===== src/rtl/busca_instrucao.sv =====
`default_nettype none
// ============================================================================
//  Module     : busca_instrucao
//  Description: Instruction fetch/sequencing unit. Fetches 8-bit words into
//               the IR, feeds the control decoder, and updates the PC from
//               the decoder's Jump/Halt/Beqz flags.
//  Revision   : 1.0 - initial release
// ============================================================================
module busca_instrucao #(
    parameter int              PC_W     = 8,
    parameter logic [PC_W-1:0] RESET_PC = '0,
    parameter int              TIMEOUT  = 16,
    parameter int              CNT_W    = 16
) (
    input  logic             clock,
    input  logic             reset,
    input  logic             inicio,
    output logic [PC_W-1:0]  mem_endereco,
    output logic             mem_req,
    input  logic [7:0]       mem_dado,
    input  logic             mem_valido,
    output logic [7:0]       instrucao,
    output logic [2:0]       OPcode,
    output logic [1:0]       BitVerificao,
    input  logic             Jump,
    input  logic             Halt,
    input  logic             Beqz,
    input  logic             zero,
    input  logic [PC_W-1:0]  alvo,
    output logic [PC_W-1:0]  pc,
    output logic             ocupado,
    output logic             parado,
    output logic             erro,
    output logic [CNT_W-1:0] instr_contador
);

    localparam int                c_ESPERA_W = (TIMEOUT > 2) ? $clog2(TIMEOUT) : 1;
    localparam logic [c_ESPERA_W-1:0] c_ESPERA_ULTIMA = c_ESPERA_W'(TIMEOUT - 1);

    typedef enum logic [2:0] {
        c_OCIOSO     = 3'd0,
        c_BUSCA      = 3'd1,
        c_ESPERA     = 3'd2,
        c_DECODIFICA = 3'd3,
        c_EXECUTA    = 3'd4,
        c_PARADO     = 3'd5,
        c_ERRO       = 3'd6
    } estado_t;

    estado_t                 r_estado;
    estado_t                 w_prox;
    logic [PC_W-1:0]         r_pc;
    logic [PC_W-1:0]         w_pc_prox;
    logic [7:0]              r_ir;
    logic [c_ESPERA_W-1:0]   r_espera;
    logic [CNT_W-1:0]        r_contador;
    logic [CNT_W-1:0]        w_contador_prox;
    logic                    r_mem_req;
    logic                    r_ocupado;
    logic                    r_parado;
    logic                    r_erro;

    always_comb begin
        w_prox = r_estado;
        case (r_estado)
            c_OCIOSO:     if (inicio) w_prox = c_BUSCA;
            c_BUSCA:      w_prox = c_ESPERA;
            c_ESPERA: begin
                // A word arriving on the final wait cycle still beats the timeout.
                if (mem_valido)
                    w_prox = c_DECODIFICA;
                else if (r_espera == c_ESPERA_ULTIMA)
                    w_prox = c_ERRO;
            end
            c_DECODIFICA: w_prox = c_EXECUTA;
            c_EXECUTA:    w_prox = Halt ? c_PARADO : c_BUSCA;
            c_PARADO:     w_prox = c_PARADO;
            c_ERRO:       w_prox = c_ERRO;
            default:      w_prox = c_OCIOSO;
        endcase
    end

    always_comb begin
        w_pc_prox = r_pc + PC_W'(1);
        if (Halt)
            w_pc_prox = r_pc;
        else if (Jump || (Beqz && zero))
            w_pc_prox = alvo;
    end

    always_comb begin
        w_contador_prox = r_contador;
        if (r_contador != {CNT_W{1'b1}})
            w_contador_prox = r_contador + CNT_W'(1);
    end

    always_ff @(posedge clock) begin
        if (reset) begin
            r_estado   <= c_OCIOSO;
            r_pc       <= RESET_PC;
            r_ir       <= 8'h00;
            r_espera   <= '0;
            r_contador <= '0;
            r_mem_req  <= 1'b0;
            r_ocupado  <= 1'b0;
            r_parado   <= 1'b0;
            r_erro     <= 1'b0;
        end else begin
            r_estado <= w_prox;
            // Status outputs are registered from the next state so they line up with r_estado.
            r_mem_req <= (w_prox == c_BUSCA);
            r_ocupado <= (w_prox == c_BUSCA) || (w_prox == c_ESPERA) ||
                         (w_prox == c_DECODIFICA) || (w_prox == c_EXECUTA);
            r_parado  <= (w_prox == c_PARADO);
            r_erro    <= (w_prox == c_ERRO);

            case (r_estado)
                c_BUSCA: r_espera <= '0;
                c_ESPERA: begin
                    if (mem_valido)
                        r_ir <= mem_dado;
                    else if (r_espera != c_ESPERA_ULTIMA)
                        r_espera <= r_espera + c_ESPERA_W'(1);
                end
                c_EXECUTA: begin
                    r_pc       <= w_pc_prox;
                    r_contador <= w_contador_prox;
                end
                default: ;
            endcase
        end
    end

    assign mem_endereco   = r_pc;
    assign pc             = r_pc;
    assign mem_req        = r_mem_req;
    assign instrucao      = r_ir;
    assign OPcode         = r_ir[7:5];
    assign BitVerificao   = r_ir[1:0];
    assign ocupado        = r_ocupado;
    assign parado         = r_parado;
    assign erro           = r_erro;
    assign instr_contador = r_contador;

endmodule
`default_nettype wire

===== config.mk =====
export PLATFORM = sky130hd
export DESIGN_NAME = busca_instrucao
export DESIGN_NICKNAME = d
export VERILOG_FILES = /design/src/rtl/busca_instrucao.sv
export SDC_FILE = /design/constraint.sdc
export NUM_CORES = 1
export LEC_CHECK = 0
export BUFFER_PORTS_ARGS = -buffer_cell sky130_fd_sc_hd__buf_4
export CORE_MARGIN = 3
export CORE_UTILIZATION = 45
export CTS_CLUSTER_SIZE = 30
export DETAILED_ROUTE_END_ITERATION = 8
export PLACE_DENSITY = 0.83
export SYNTH_ARGS = -nofsm -noshare
export SYNTH_HDL_FRONTEND = slang
export SYNTH_SLANG_ARGS = --single-unit

===== constraint.sdc =====
create_clock -name clock -period 2 [get_ports clock]
set_clock_uncertainty 0.15 [all_clocks]
set_input_delay 0.2 -clock clock [delete_from_list [all_inputs] [get_ports clock]]
set_output_delay 0.2 -clock clock [all_outputs]
set_load 0.01 [all_outputs]

==> impl_metrics.csv <==
group,metric,value,unit
placement,dp_slack,1.51,ps
floorplan,rows,24,
grt,grt_max_degree,48,
route,first_pass_iters,4,
worst_hold_path,min_path_cells,3,
synthesis,yosysWarnings,0,
power_and_ir_drop,switching_share,23.9,%
sta,timing.fmax,0.500,GHz
route,wl_per_cell,14.4,um
synthesis,syn-num-nets,299,
power_and_ir_drop,ir_drop,0.350,mV
sta,slew_headroom,60.1,%
power_and_ir_drop,power.total,1.69,mW
setup_path,criticalPathCategory,"reg2reg",
sta,fin_crit,2000,ps
worst_hold_path,hp-class,"in2reg",
setup_path,rr_worst_depth,4,
placement,portBuffers,72,
floorplan,die_y,76.4,um
finish,multi_input_area,0.00123,mm^2
sta,setup_violations,0,
sta,setup_tns,0,ps
route,viasPerCell,5.54,
synthesis,ys_seq_area_share,38.7,%
grt,antenna_found_initial,0,
synthesis,ys_ff_latch,43,
route,drt-initial-drc-count,219,
placement,hpwlAfterDp,4.21,mm
sta,tightest_slew,599,ps
setup_path,crit_arrival,2080,ps
synthesis,synth_common_cells,"dfxtp_1 (43), a21oi_1 (31), nand2_1 (29)",
power_and_ir_drop,seq_power_share,52.0,%
floorplan,die-width,76.4,um
finish,drive_above_1_share,37.9,%
sta,hold_viol_final,0,
power_and_ir_drop,leakagePower,1.20,nW
finish,final_nets,380,
synthesis,yosysMostFrequentCell,"dfxtp_1",
grt,grt-ovfl-total,0,
synthesis,synthFlopType,"dfxtp_1",
synthesis,synthTopCellsByArea,"dfxtp_1 (39%), a21oi_1 (7.0%), nand2_1 (4.9%), buf_4 (4.4%), or4_1 (3.7%)",
setup_path,critPathLaunchType,"flop",
setup_path,rrSetupSlack,0.8,ps
power_and_ir_drop,p_int,1.29,mW
setup_path,required,2090,ps
synthesis,synthArstFlopShare,0,%
floorplan,die-area,0.00583,mm^2
synthesis,synth_top_area_share,38.7,%
cts,clk_latency,300,ps
grt,grt_pass1_wl,10.1,mm
sta,fin_ws,0.797,ps
route,routed_wl,6.04,mm
power_and_ir_drop,pwr-share-comb,11.9,%
cts,cts_tree,"built",
synthesis,syn_area,0.00223,mm^2
route,drc,0,
setup_path,cp-end-kind,"flop",
route,postRouteAntennaNets,0,
synthesis,ys_types,47,
worst_hold_path,hold_end,"instrucao[3]",
sta,drv_slew,0,
worst_hold_path,min_from,"mem_dado[3]",
cts,root_buffer,"clkbuf_8",
floorplan,pin_count,73,
power_and_ir_drop,power.density,548,mW/mm^2
power_and_ir_drop,switching_power,0.405,mW
cts,clockBufferDepth,2,
finish,seqCellArea,866,um^2
setup_path,timing.rr.end,"instr_contador[6]",
synthesis,avgSynthCellArea,8.19,um^2
cts,cts.sinks,43,
synthesis,synth_edf_count,0,
synthesis,synth.largest_area_cell,"dfxtp_1",
finish,insertedDiodeCount,0,
cts,htreeDepth,2,
setup_path,reg2reg_from,"r_estado[1]",
route,vias,2322,
grt,grt_usage,20.5,%
finish,fillerInstances,378,
job,cap_violations,0,
floorplan,fp.coreArea,0.00456,mm^2
synthesis,synthesis.instances,272,
outcome,status,"complete, no violations",
cts,cts_buffers,5,
floorplan,initial_utilization,48.8,%
finish,area_growth,38.7,%
power_and_ir_drop,p_clk_share,36.0,%
cts,cts.reportedPaths.clkPinSlew,90,ps
sta,finalCritPeriodShare,100,%
grt,grt_pass1_vias,2294,
sta,rsz0062_at_grt,"yes",
setup_path,crit_fanout,6,
placement,gp_congestion,0.867,
==> routing by layer <==
layer,global-route usage (%),vias up,part of all wire [%]
li1,-,1141,-
met2,38.2,72,54
met5,0,-,0
met1,22.0,1099,38
met3,5.67,10,6.0
met4,7.43,0,1.5
==> power groups by stage <==
stage | logic, mW | clock network, mW | registers [mW]
final | 0.202 | 0.610 | 0.881
after floorplan | 0.0974 | 0 | 0.905
after CTS | 0.195 | 0.623 | 0.880
after global placement | 0.178 | 0 | 0.900
after global routing | 0.222 | 0.656 | 0.884
after detailed placement | 0.183 | 0 | 0.900
==> how the worst max path moves through the flow <==
stage | to | slack (ps) | start | cells after the start
3_5_place_dp | instr_contador[6] | 2 | r_estado[2] | 4
6_report | instr_contador[6] | 0.8 | r_estado[1] | 4
5_1_grt | instr_contador[6] | -40 | r_estado[1] | 4
3_3_place_gp | instr_contador[8] | 40 | r_estado[0] | 4
4_1_cts | instr_contador[6] | -4 | r_estado[2] | 4
2_1_floorplan | instr_contador[6] | -140 | r_estado[0] | 6
==> logic make-up after synthesis <==
family,share of synthesized area (%)
adders and majority gates,1.69
xor gates and xnor gates,0.393
and+or+nand+nor,28.7
buffers and inverters,9.66
DFF,38.7
muxes,2.42
AOI/OAI and AO/OA,18.5
==> through the flow <==
stage	cell area [um^2]	cells	util, %	hold slack (ps)
floorplan	2260	272	-	186
global placement	2860	403	62.7	294
detailed placement	2860	403	62.7	298
CTS	3020	417	66.2	3.05
global route	3090	419	67.7	17.1
finish	3090	419	67.7	4.72
==> state kept, by name (all words and copies together), names as in the netlist, 3 cells and up <==
| signal | cells |
|---|---|
| instr_contador | 16 |
| instrucao | 8 |
| mem_endereco | 8 |
| r_espera | 4 |
| r_estado | 3 |
==> final cells by class <==
type	instances	share of cell area [%]
Tap cell	65	2.63
Multi-Input combinational cell	192	39.7
Sequential cell	43	28.0
Inverter	9	1.09
Timing Repair Buffer	102	25.2
Clock buffer	7	3.12
Clock inverter	1	0.243
==> what timing repair did <==
| action | in CTS | in global routing |
|---|---|---|
| buffers inserted | 1 | 1 |
| cloned | 0 | 1 |
| hold buffers | 5 | 0 |
| pin swaps | 2 | 7 |
| setup endpoints to repair | 3 | 13 |
| gates resized for setup | 0 | 17 |
| hold endpoints to repair | 5 | 0 |
==> cell usage in the layout (no fill, tap or decap), drive strengths merged, types with 3 or more instances in the layout <==
cell type	netlist	final
o31ai	9	9
or3	3	4
mux2	3	3
nand2	29	29
o21ai	12	12
inv	9	9
ha	3	3
nand3	6	6
nor2	13	13
nand2b	5	5
dfxtp	43	43
nor3	8	8
and3	5	5
buf	19	97
nor4	7	7
nor3b	4	4
a21oi	31	31
dlygate4sd3	0	5
or2	3	3
nor2b	3	3
or4	11	11
clkbuf	10	7
nand4	7	7
==> critical path, stage by stage (launching register included) <==
cell and delay [ps]:
dfxtp_2 320, or3b_4 410, or3_4 440, or4_4 500
a21oi_2 120
No activity file was read; power rests on OpenSTA's default activity.
